File: src/rtl/vga_sync_monitor_if.sv
// Sync pair and measurement bundle between a VGA sync source and the timing monitor.
interface vga_sync_monitor_if;
  logic        hsync_n;
  logic        vsync_n;
  logic [10:0] h_total;
  logic [10:0] h_sync_w;
  logic [10:0] v_total;
  logic [10:0] v_sync_w;
  logic [7:0]  frame_cnt;
  logic        locked;
  logic [1:0]  mode_id;

  // Source side: drives the syncs, may observe the measurements.
  modport master (
    output hsync_n, vsync_n,
    input  h_total, h_sync_w, v_total, v_sync_w, frame_cnt, locked, mode_id
  );

  // Monitor side: observes the syncs, produces the measurements.
  modport slave (
    input  hsync_n, vsync_n,
    output h_total, h_sync_w, v_total, v_sync_w, frame_cnt, locked, mode_id
  );
endinterface

File: src/rtl/vga_sync_monitor.sv
// vga_sync_monitor: passive measurement of VGA hsync/vsync timing in clk cycles,
// with frame counting, a two-frame stability lock and known-mode recognition.
module vga_sync_monitor #(
  parameter int unsigned MODE0_H = 800,
  parameter int unsigned MODE0_V = 525,
  parameter int unsigned MODE1_H = 952,
  parameter int unsigned MODE1_V = 932
) (
  input  logic              clk,
  input  logic              reset_n,
  vga_sync_monitor_if.slave mon
);

  typedef enum logic [1:0] {
    ST_UNLOCKED = 2'd0,
    ST_CHECK    = 2'd1,
    ST_LOCKED   = 2'd2
  } lock_state_e;

  localparam logic [10:0] CNT_MAX = 11'd2047;

  // Increment that sticks at the counter ceiling instead of wrapping.
  function automatic logic [10:0] sat_inc(input logic [10:0] v);
    return (v == CNT_MAX) ? v : v + 11'd1;
  endfunction

  // Map a locked (h_total, v_total) pair to its mode code.
  function automatic logic [1:0] classify(input logic [10:0] h, input logic [10:0] v);
    if (h == 11'(MODE0_H) && v == 11'(MODE0_V)) return 2'd1;
    else if (h == 11'(MODE1_H) && v == 11'(MODE1_V)) return 2'd2;
    else return 2'd0;
  endfunction

  // Bit 0 = first sync flop, bit 1 = second sync flop, bit 2 = edge history.
  logic [2:0]  hs_q, hs_d, vs_q, vs_d;
  logic        hs_fall, hs_rise, vs_fall, vs_rise;
  logic [10:0] hcnt_q, hcnt_d, hlow_q, hlow_d;
  logic [10:0] vcnt_q, vcnt_d, vlow_q, vlow_d, vlow_inc;
  logic [10:0] h_total_q, h_total_d, h_sync_w_q, h_sync_w_d;
  logic [10:0] v_total_q, v_total_d, v_sync_w_q, v_sync_w_d;
  logic [7:0]  frame_cnt_q, frame_cnt_d;
  logic        v_seen_q, v_seen_d;
  logic        step_q, step_d;
  lock_state_e state_q, state_d;
  logic [10:0] ref_h_q, ref_h_d, ref_v_q, ref_v_d;
  logic        locked_q, locked_d;
  logic [1:0]  mode_q, mode_d;
  logic        timeout, pair_match;

  // Synchroniser shift and edge detection on the settled history pair.
  always_comb begin
    hs_d    = {hs_q[1:0], mon.hsync_n};
    vs_d    = {vs_q[1:0], mon.vsync_n};
    hs_fall = hs_q[2] & ~hs_q[1];
    hs_rise = ~hs_q[2] & hs_q[1];
    vs_fall = vs_q[2] & ~vs_q[1];
    vs_rise = ~vs_q[2] & vs_q[1];
  end

  // Line period and hsync pulse width measurement.
  always_comb begin
    hcnt_d     = sat_inc(hcnt_q);
    h_total_d  = h_total_q;
    hlow_d     = hlow_q;
    h_sync_w_d = h_sync_w_q;
    if (hs_fall) begin
      h_total_d = sat_inc(hcnt_q);
      hcnt_d    = 11'd0;
    end else begin
      hcnt_d = sat_inc(hcnt_q);
    end
    if (hs_rise) begin
      h_sync_w_d = sat_inc(hlow_q);
      hlow_d     = 11'd0;
    end else if (!hs_q[2]) begin
      hlow_d = sat_inc(hlow_q);
    end else begin
      hlow_d = hlow_q;
    end
  end

  // Lines per frame, vsync width and frame count; the first vsync edge after
  // reset only arms the line counter.
  always_comb begin
    vcnt_d      = hs_fall ? sat_inc(vcnt_q) : vcnt_q;
    v_total_d   = v_total_q;
    frame_cnt_d = frame_cnt_q;
    v_seen_d    = v_seen_q;
    step_d      = 1'b0;
    vlow_inc    = (!vs_q[2] && hs_fall) ? sat_inc(vlow_q) : vlow_q;
    vlow_d      = vlow_inc;
    v_sync_w_d  = v_sync_w_q;
    if (vs_fall) begin
      // A coincident hsync edge opens the new frame, so it is counted there.
      vcnt_d      = hs_fall ? 11'd1 : 11'd0;
      frame_cnt_d = frame_cnt_q + 8'd1;
      v_seen_d    = 1'b1;
      if (v_seen_q) begin
        v_total_d = vcnt_q;
        step_d    = 1'b1;
      end else begin
        v_total_d = v_total_q;
        step_d    = 1'b0;
      end
    end else begin
      vcnt_d = hs_fall ? sat_inc(vcnt_q) : vcnt_q;
    end
    if (vs_rise) begin
      v_sync_w_d = vlow_inc;
      vlow_d     = 11'd0;
    end else begin
      vlow_d = vlow_inc;
    end
  end

  // Lock state machine, stepped the cycle after a v_total latch so it sees
  // the freshly latched pair; a saturated counter forces it back to UNLOCKED.
  always_comb begin
    state_d    = state_q;
    ref_h_d    = ref_h_q;
    ref_v_d    = ref_v_q;
    mode_d     = mode_q;
    timeout    = (hcnt_q == CNT_MAX) || (vcnt_q == CNT_MAX);
    pair_match = (h_total_q == ref_h_q) && (v_total_q == ref_v_q);
    if (timeout) begin
      state_d = ST_UNLOCKED;
    end else if (step_q) begin
      case (state_q)
        ST_UNLOCKED: begin
          state_d = ST_CHECK;
          ref_h_d = h_total_q;
          ref_v_d = v_total_q;
        end
        ST_CHECK, ST_LOCKED: begin
          if (pair_match) begin
            state_d = ST_LOCKED;
          end else begin
            state_d = ST_CHECK;
            ref_h_d = h_total_q;
            ref_v_d = v_total_q;
          end
        end
        default: state_d = ST_UNLOCKED;
      endcase
    end else begin
      state_d = state_q;
    end
    locked_d = (state_d == ST_LOCKED);
    if (state_d != ST_LOCKED) begin
      mode_d = 2'd0;
    end else if (step_q) begin
      mode_d = classify(h_total_q, v_total_q);
    end else begin
      mode_d = mode_q;
    end
  end

  // State registers; sync flops idle high so reset release creates no edge.
  always_ff @(posedge clk or negedge reset_n) begin
    if (!reset_n) begin
      hs_q        <= 3'b111;
      vs_q        <= 3'b111;
      hcnt_q      <= 11'd0;
      hlow_q      <= 11'd0;
      vcnt_q      <= 11'd0;
      vlow_q      <= 11'd0;
      h_total_q   <= 11'd0;
      h_sync_w_q  <= 11'd0;
      v_total_q   <= 11'd0;
      v_sync_w_q  <= 11'd0;
      frame_cnt_q <= 8'd0;
      v_seen_q    <= 1'b0;
      step_q      <= 1'b0;
      state_q     <= ST_UNLOCKED;
      ref_h_q     <= 11'd0;
      ref_v_q     <= 11'd0;
      locked_q    <= 1'b0;
      mode_q      <= 2'd0;
    end else begin
      hs_q        <= hs_d;
      vs_q        <= vs_d;
      hcnt_q      <= hcnt_d;
      hlow_q      <= hlow_d;
      vcnt_q      <= vcnt_d;
      vlow_q      <= vlow_d;
      h_total_q   <= h_total_d;
      h_sync_w_q  <= h_sync_w_d;
      v_total_q   <= v_total_d;
      v_sync_w_q  <= v_sync_w_d;
      frame_cnt_q <= frame_cnt_d;
      v_seen_q    <= v_seen_d;
      step_q      <= step_d;
      state_q     <= state_d;
      ref_h_q     <= ref_h_d;
      ref_v_q     <= ref_v_d;
      locked_q    <= locked_d;
      mode_q      <= mode_d;
    end
  end

  assign mon.h_total   = h_total_q;
  assign mon.h_sync_w  = h_sync_w_q;
  assign mon.v_total   = v_total_q;
  assign mon.v_sync_w  = v_sync_w_q;
  assign mon.frame_cnt = frame_cnt_q;
  assign mon.locked    = locked_q;
  assign mon.mode_id   = mode_q;

endmodule

File: src/flat_wrapper.sv
// flat-port wrapper written by rule: the top's interface ports become plain ports
module vga_sync_monitor_flat 
#(
  parameter int unsigned MODE0_H = 800,
  parameter int unsigned MODE0_V = 525,
  parameter int unsigned MODE1_H = 952,
  parameter int unsigned MODE1_V = 932
)
  (clk, reset_n, mon_hsync_n, mon_vsync_n, mon_h_total, mon_h_sync_w, mon_v_total, mon_v_sync_w, mon_frame_cnt, mon_locked, mon_mode_id);
  vga_sync_monitor_if mon_i ();
  input  logic clk;
  input  logic reset_n;
  input wire logic [$bits(mon_i.hsync_n)-1:0] mon_hsync_n;
  input wire logic [$bits(mon_i.vsync_n)-1:0] mon_vsync_n;
  output wire logic [$bits(mon_i.h_total)-1:0] mon_h_total;
  output wire logic [$bits(mon_i.h_sync_w)-1:0] mon_h_sync_w;
  output wire logic [$bits(mon_i.v_total)-1:0] mon_v_total;
  output wire logic [$bits(mon_i.v_sync_w)-1:0] mon_v_sync_w;
  output wire logic [$bits(mon_i.frame_cnt)-1:0] mon_frame_cnt;
  output wire logic [$bits(mon_i.locked)-1:0] mon_locked;
  output wire logic [$bits(mon_i.mode_id)-1:0] mon_mode_id;
  assign mon_i.hsync_n = mon_hsync_n;
  assign mon_i.vsync_n = mon_vsync_n;
  assign mon_h_total = mon_i.h_total;
  assign mon_h_sync_w = mon_i.h_sync_w;
  assign mon_v_total = mon_i.v_total;
  assign mon_v_sync_w = mon_i.v_sync_w;
  assign mon_frame_cnt = mon_i.frame_cnt;
  assign mon_locked = mon_i.locked;
  assign mon_mode_id = mon_i.mode_id;
  vga_sync_monitor #(.MODE0_H(MODE0_H), .MODE0_V(MODE0_V), .MODE1_H(MODE1_H), .MODE1_V(MODE1_V)) u_core (.clk(clk), .reset_n(reset_n), .mon(mon_i));
endmodule
File: config.mk
export PLATFORM = sky130hd
export DESIGN_NAME = vga_sync_monitor_flat
export DESIGN_NICKNAME = d
export VERILOG_FILES = /design/src/rtl/vga_sync_monitor_if.sv /design/src/rtl/vga_sync_monitor.sv /design/src/flat_wrapper.sv
export SDC_FILE = /design/constraint.sdc
export NUM_CORES = 1
export LEC_CHECK = 0
export ABC_AREA = 1
export CAP_MARGIN = 20
export CORE_ASPECT_RATIO = 1.75
export CORE_MARGIN = 4
export CORE_UTILIZATION = 50
export CTS_BUF_LIST = sky130_fd_sc_hd__clkbuf_2
export CTS_CLUSTER_SIZE = 12
export DETAILED_ROUTE_END_ITERATION = 10
export GPL_TIMING_DRIVEN = 0
export PLACE_DENSITY = 0.71
export SYNTH_ARGS = -nofsm -noshare
export SYNTH_HDL_FRONTEND = slang
export SYNTH_SLANG_ARGS = --single-unit
File: constraint.sdc
create_clock -name clk -period 2.25 [get_ports clk]
set_input_delay 0.45 -clock clk [delete_from_list [all_inputs] [get_ports clk]]
set_output_delay 0.45 -clock clk [all_outputs]
set_load 0.02 [all_outputs]
After elaboration in Yosys (flattened, before gate mapping)
Index checks and enable logic that the tools add are counted.
Word-level totals
  bits of input ports: 4
  output and inout bits: 55
  word-level logic and storage cells: 89
  register bits: 131
  bits in read-only memories: 0
  latch bits: 0
  memories: 0
  memory bits (writable): 0
Cells by class
  multipliers: 0
  reductions and logical operators: 14
  mux-type cells: 26
  order comparisons: 0
  $add $sub $neg: 5
  shift-type cells: 0
  equality and inequality tests: 17
  div/mod/pow operators: 0
  bitwise gates (word level): 9
Operators by type and width (number)
  11-bit 2-to-1 mux: 13
  11-bit by 1-bit adder with 11-bit output, second input constant: 4
  11-bit by 10-bit equality test with 1-bit output, second input constant: 4
  11-bit equality test, second input constant: 4
  11-bit one-hot mux with 2 select lines: 2
  11-bit equality test: 2
  2-bit 2-to-1 mux: 7
  8-bit by 1-bit adder with 8-bit output, second input constant: 1
  2-bit inequality test, second input constant: 3
  2-bit nonzero test: 3
  1-bit inverter: 5
  1-bit bitwise AND: 4
  2-bit equality test, second input constant: 2
  1-bit logical AND: 4
  2-bit one-hot mux with 2 select lines: 1
  2-bit AND reduction: 2
  4-bit AND reduction: 1
  1-bit 2-to-1 mux: 3
  2-bit by 1-bit equality test with 1-bit output, second input constant: 1
  2-bit logical NOT: 1
  2-bit by 1-bit inequality test with 1-bit output, second input constant: 1
  2-bit OR reduction: 1
  1-bit logical NOT: 1
  1-bit logical OR: 1

Longest topological paths before layout
  word-level depth: 8
  depth in mapped cells: 13
  gate-level depth less buffers: 12

Worst setup path after synthesis
OpenSTA, ideal clock, no wires.
  kind: reg-to-reg
  start point: register u_core.hcnt_q[0]
  end point: register u_core.ref_v_q[3]
  path buffers: 1
  path slack: 0.646 ns
  library setup time: 0.119 ns
  period minus slack after synthesis: 1.604 ns
  stages on the path, launching flop included: 11
  required time: 2.131 ns
  arrival: 1.485 ns
  cell sequence: dfrtp_1 -> ha_1 -> nand2_1 -> nor2_4 -> nand4_4 -> nand2_2 -> nor3_4 -> nand2_4 -> buf_8 -> nand2_1 -> o21ai_2
Between the ends
  longest elaborated chain between the ends: 4
Ends and longest elaborated chain
  start: declaration: RTL line vga_sync_monitor.sv:37  | logic [10:0] hcnt_q, hcnt_d, hlow_q, hlow_d;
  start signal: assignment: RTL line vga_sync_monitor.sv:182  | hcnt_q <= hcnt_d;
  11-bit equality test
  1-bit logical OR: RTL line vga_sync_monitor.sv:123  | timeout = (hcnt_q == CNT_MAX) || (vcnt_q == CNT_MAX);
  1-bit inverter (no line)
  4-bit AND reduction (no line)
  end signal: assignment: RTL line vga_sync_monitor.sv:195  | ref_v_q <= ref_v_d;
  end: declaration: RTL line vga_sync_monitor.sv:45  | logic [10:0] ref_h_q, ref_h_d, ref_v_q, ref_v_d;
Every way passes these cells.
A chain may end at the register's enable or synchronous reset.

Worst setup path in the final report
  start point: register u_core.v_total_q[6], in the netlist u_core.mon.v_total[6]
  end point: output port mon_v_total[6]
RTL lines
  start: declaration: RTL line vga_sync_monitor.sv:40  | logic [10:0] v_total_q, v_total_d, v_sync_w_q, v_sync_w_d;
  start signal: assignment: RTL line vga_sync_monitor.sv:188  | v_total_q <= v_total_d;
  end: declaration: RTL line flat_wrapper.sv:17  | output wire logic [$bits(mon_i.v_total)-1:0] mon_v_total;
No word-level cell between the ends.

==> results.py <==
metrics = {
    "timing": {
        "timing.hold.ws_ns": 0.185,
        "setup_violations": 0,
        "period_share_pct": 94.5,
        "slew_viol_final": 0,
        "tns_ns": 0,
        "worst_slack_ns": 0.124,
        "clock-skew-final_ns": 0.0367,
        "rsz0062_at_grt": "false",
        "worst_pin_slew_ns": 0.571,
        "fin_crit_ns": 2.13,
        "hold_violations": 0,
        "fmax_ghz": 0.470,
        "maxSlewHeadroom_pct": 61.6,
    },
    "global_routing": {
        "grt_max_degree": 74,
        "grt_pass1_vias": 5144,
        "antenna_found_initial": 1,
        "grt_overflow_total": 0,
        "grt_pass1_wl_mm": 24.0,
        "grt_usage_pct": 20.8,
    },
    "synthesis": {
        "syn_inst": 740,
        "synth.area.top_cells": "dfrtp_1 50%, nand2_1 13%, inv_1 4.9%",
        "synth-compound-area-share_pct": 9.55,
        "synth_nets": 751,
        "ys_warn_count": 0,
        "synth_xor_area_share_pct": 3.90,
        "synthMuxAreaShare_pct": 0,
        "ys_seq_area_share_pct": 52.2,
        "yosys.area.top_type": "dfrtp_1",
        "synthArstFlopShare_pct": 100,
        "synth.top_cell.area_share_pct": 49.7,
        "synthAdderAreaFrac_pct": 1.39,
        "syn_area_per_cell_um2": 8.50,
        "yosys.cell_types.count": 44,
        "yosys.area_share.simple_pct": 24.9,
        "ys_ff_latch": 131,
        "synth_top_family_by_area": "simple AND/OR/NAND/NOR gates",
        "syn_area_mm2": 0.00629,
        "synthFlopType": "dfrtp_1",
        "synth_edf_count": 0,
    },
    "final_layout": {
        "drive_gt1_share_pct": 13.9,
        "design_area_mm2": 0.00746,
        "mostFrequentLayoutCells": "214 x nand2_1, 124 x dfrtp_1, 82 x inv_1",
        "final_core_util_pct": 60.0,
        "nets": 831,
        "layout_commonest_cell": "nand2_1",
        "area_growth_pct": 18.6,
        "nFillCells": 1132,
        "instances_no_fill": 1002,
    },
    "pwr": {
        "intPower_mw": 3.83,
        "p_switching_mw": 1.75,
        "power.total_mw": 5.57,
        "peakVddDrop_mv": 0.582,
        "power_frac_seq_pct": 49.9,
        "p_per_area_mw_per_mm2": 747,
        "p_sw_share_pct": 31.4,
        "clkPwrFrac_pct": 30.9,
        "power_frac_comb_pct": 19.1,
        "leakagePower_nw": 3.90,
    },
    "clock_network": {
        "tritoncts": "done",
        "cts_root_buf": "clkbuf_2",
        "cts.path.max_buffers": 2,
        "numCtsBuffers": 17,
        "clk_pin_slew_worst_paths_ns": 0.20,
        "clk_latency_ns": 0.67,
        "clock-sinks": 131,
        "htree_num_levels": 4,
    },
    "floorplanning": {
        "die_y_um": 156,
        "rows": 54,
        "start_util_pct": 50.6,
        "pin_count": 59,
        "core_mm2": 0.0124,
        "dieArea_mm2": 0.0145,
        "die_w_um": 92.8,
    },
    "setup_path": {
        "arrival_ns": 1.68,
        "critPathMaxStageDelay_ns": 0.61,
        "crit_family": "buffers and inverters",
        "crit_slowest_cell": "clkdlybuf4s50_1",
        "cp-end-kind": "output port",
        "critPathKind": "register to output port",
        "critPathBufInv": 1,
        "critPathMaxFanout": 3,
        "crit_required_ns": 1.80,
        "path_cells": "clkdlybuf4s50_1",
        "cp-start-kind": "register",
    },
    "place": {
        "dp_slack_ns": 0.296,
        "placed_cells": 967,
        "hpwl_mm": 10.4,
        "place.gp.congestion": 0.897,
        "placed_area_mm2": 0.00711,
        "port_buffers": 58,
    },
    "detailed_routing": {
        "postRouteAntennaNets": 0,
        "drt-total-wl_mm": 14.1,
        "drcViolationCount": 0,
        "drt-initial-drc-count": 325,
        "viasPerCell": 5.03,
        "drt-pass1-iter-count": 4,
        "vias": 5042,
        "wl_per_cell_um": 14.1,
    },
    "worst_hold_path": {
        "hold_path.class": "input pin to register",
    },
    "status": {
        "status": "complete, no violations",
    },
    "flow_run": {
        "cap_violations": 0,
    },
}
routing by layer:
metal	vias up	wire length, µm	share of wire [%]	GRT usage (%)
li1	2509	-	-	-
met1	2372	5510	39	22.9
met2	121	7590	54	37.7
met3	40	458	3.2	4.43
met4	0	574	4.1	9.85
met5	-	0	0	0
cell type report:
cell class	instances	area [µm²]	area share [%]
Multi-Input combinational cell	488	2500	33.5
Sequential cell	131	3290	44.0
Inverter	106	398	5.33
Antenna cell	1	2.50	0.0335
Tap cell	168	210	2.82
Clock buffer	19	95.1	1.27
Buffer	15	105	1.41
Timing Repair Buffer	61	657	8.80
Clock inverter	13	206	2.77
cell families after synthesis:
| logic type | Yosys count |
|---|---|
| XOR/XNOR | 28 |
| adder cells (fa/ha/maj) | 7 |
| AO/OA/AOI/OAI | 99 |
| buffers and inverters | 121 |
| AND/OR/NAND/NOR | 354 |
| flip-flops | 131 |
flip-flops by register name (all words and copies together) (netlist names), 2 cells and up:
| signal | count |
|---|---|
| u_core.mon.v_sync_w | 11 |
| u_core.mon.mode_id | 2 |
| u_core.hlow_q | 11 |
| u_core.ref_v_q | 11 |
| u_core.mon.h_total | 11 |
| u_core.state_q | 2 |
| u_core.vlow_q | 11 |
| u_core.mon.v_total | 11 |
| u_core.hcnt_q | 11 |
| u_core.ref_h_q | 11 |
| u_core.vcnt_q | 11 |
| u_core.mon.h_sync_w | 11 |
| u_core.vs_q | 3 |
| u_core.mon.frame_cnt | 8 |
| u_core.hs_q | 3 |
worst register-to-register path, stage by stage, from the launching register on:
cell and delay [ns]:
dfrtp_1 0.50, ha_1 0.22, nand3_1 0.12, nor3_2 0.28, nand2_1 0.15, nand2_2 0.15
nor3_4 0.06, nand2_4 0.15, buf_6 0.19, o21ai_1 0.07
worst paths after layout:
check	slack (ns)	from	depth (start not counted)	end
max	0.12	u_core.mon.v_total[6]	1	mon_v_total[6]
min	0.19	mon_vsync_n	1	u_core.vs_q[0]
max reg2reg	0.27	u_core.vcnt_q[0]	9	u_core.ref_h_q[0]
min reg2reg	0.37	u_core.hs_q[0]	0	u_core.hs_q[1]
max in group asynchronous	1.19	reset_n	3	u_core.mon.frame_cnt[2]
min in group asynchronous	0.29	reset_n	2	u_core.ref_h_q[2]
cells in the mapped netlist (all sizes together) (8+ instances only):
master and count:
nand2 219, nand4 18, inv 106, a21oi 9, buf 8, xnor2 8
nor2 71, a31oi 8, xor2 20, nand3 29, o21ai 72, dfrtp 125
power groups by stage:
| stage | Combinational [mW] | Sequential [mW] | Clock, mW |
|---|---|---|---|
| after floorplan | 0.561 | 2.91 | 0 |
| after global placement | 1.08 | 2.82 | 0 |
| after detailed placement | 1.11 | 2.83 | 0 |
| after CTS | 1.08 | 2.79 | 1.77 |
| after global routing | 1.19 | 2.82 | 1.88 |
| final | 1.07 | 2.78 | 1.72 |
what timing repair did:
| action | in CTS | in global routing |
|---|---|---|
| hold endpoints to repair | 52 | 0 |
| endpoints found under the setup margin | 16 | 20 |
| resized for setup | 17 | 20 |
| hold buffers | 1 | 0 |
| pin swaps | 0 | 0 |
| buffers inserted | 1 | 0 |
Power figures use the tool's default switching activity.
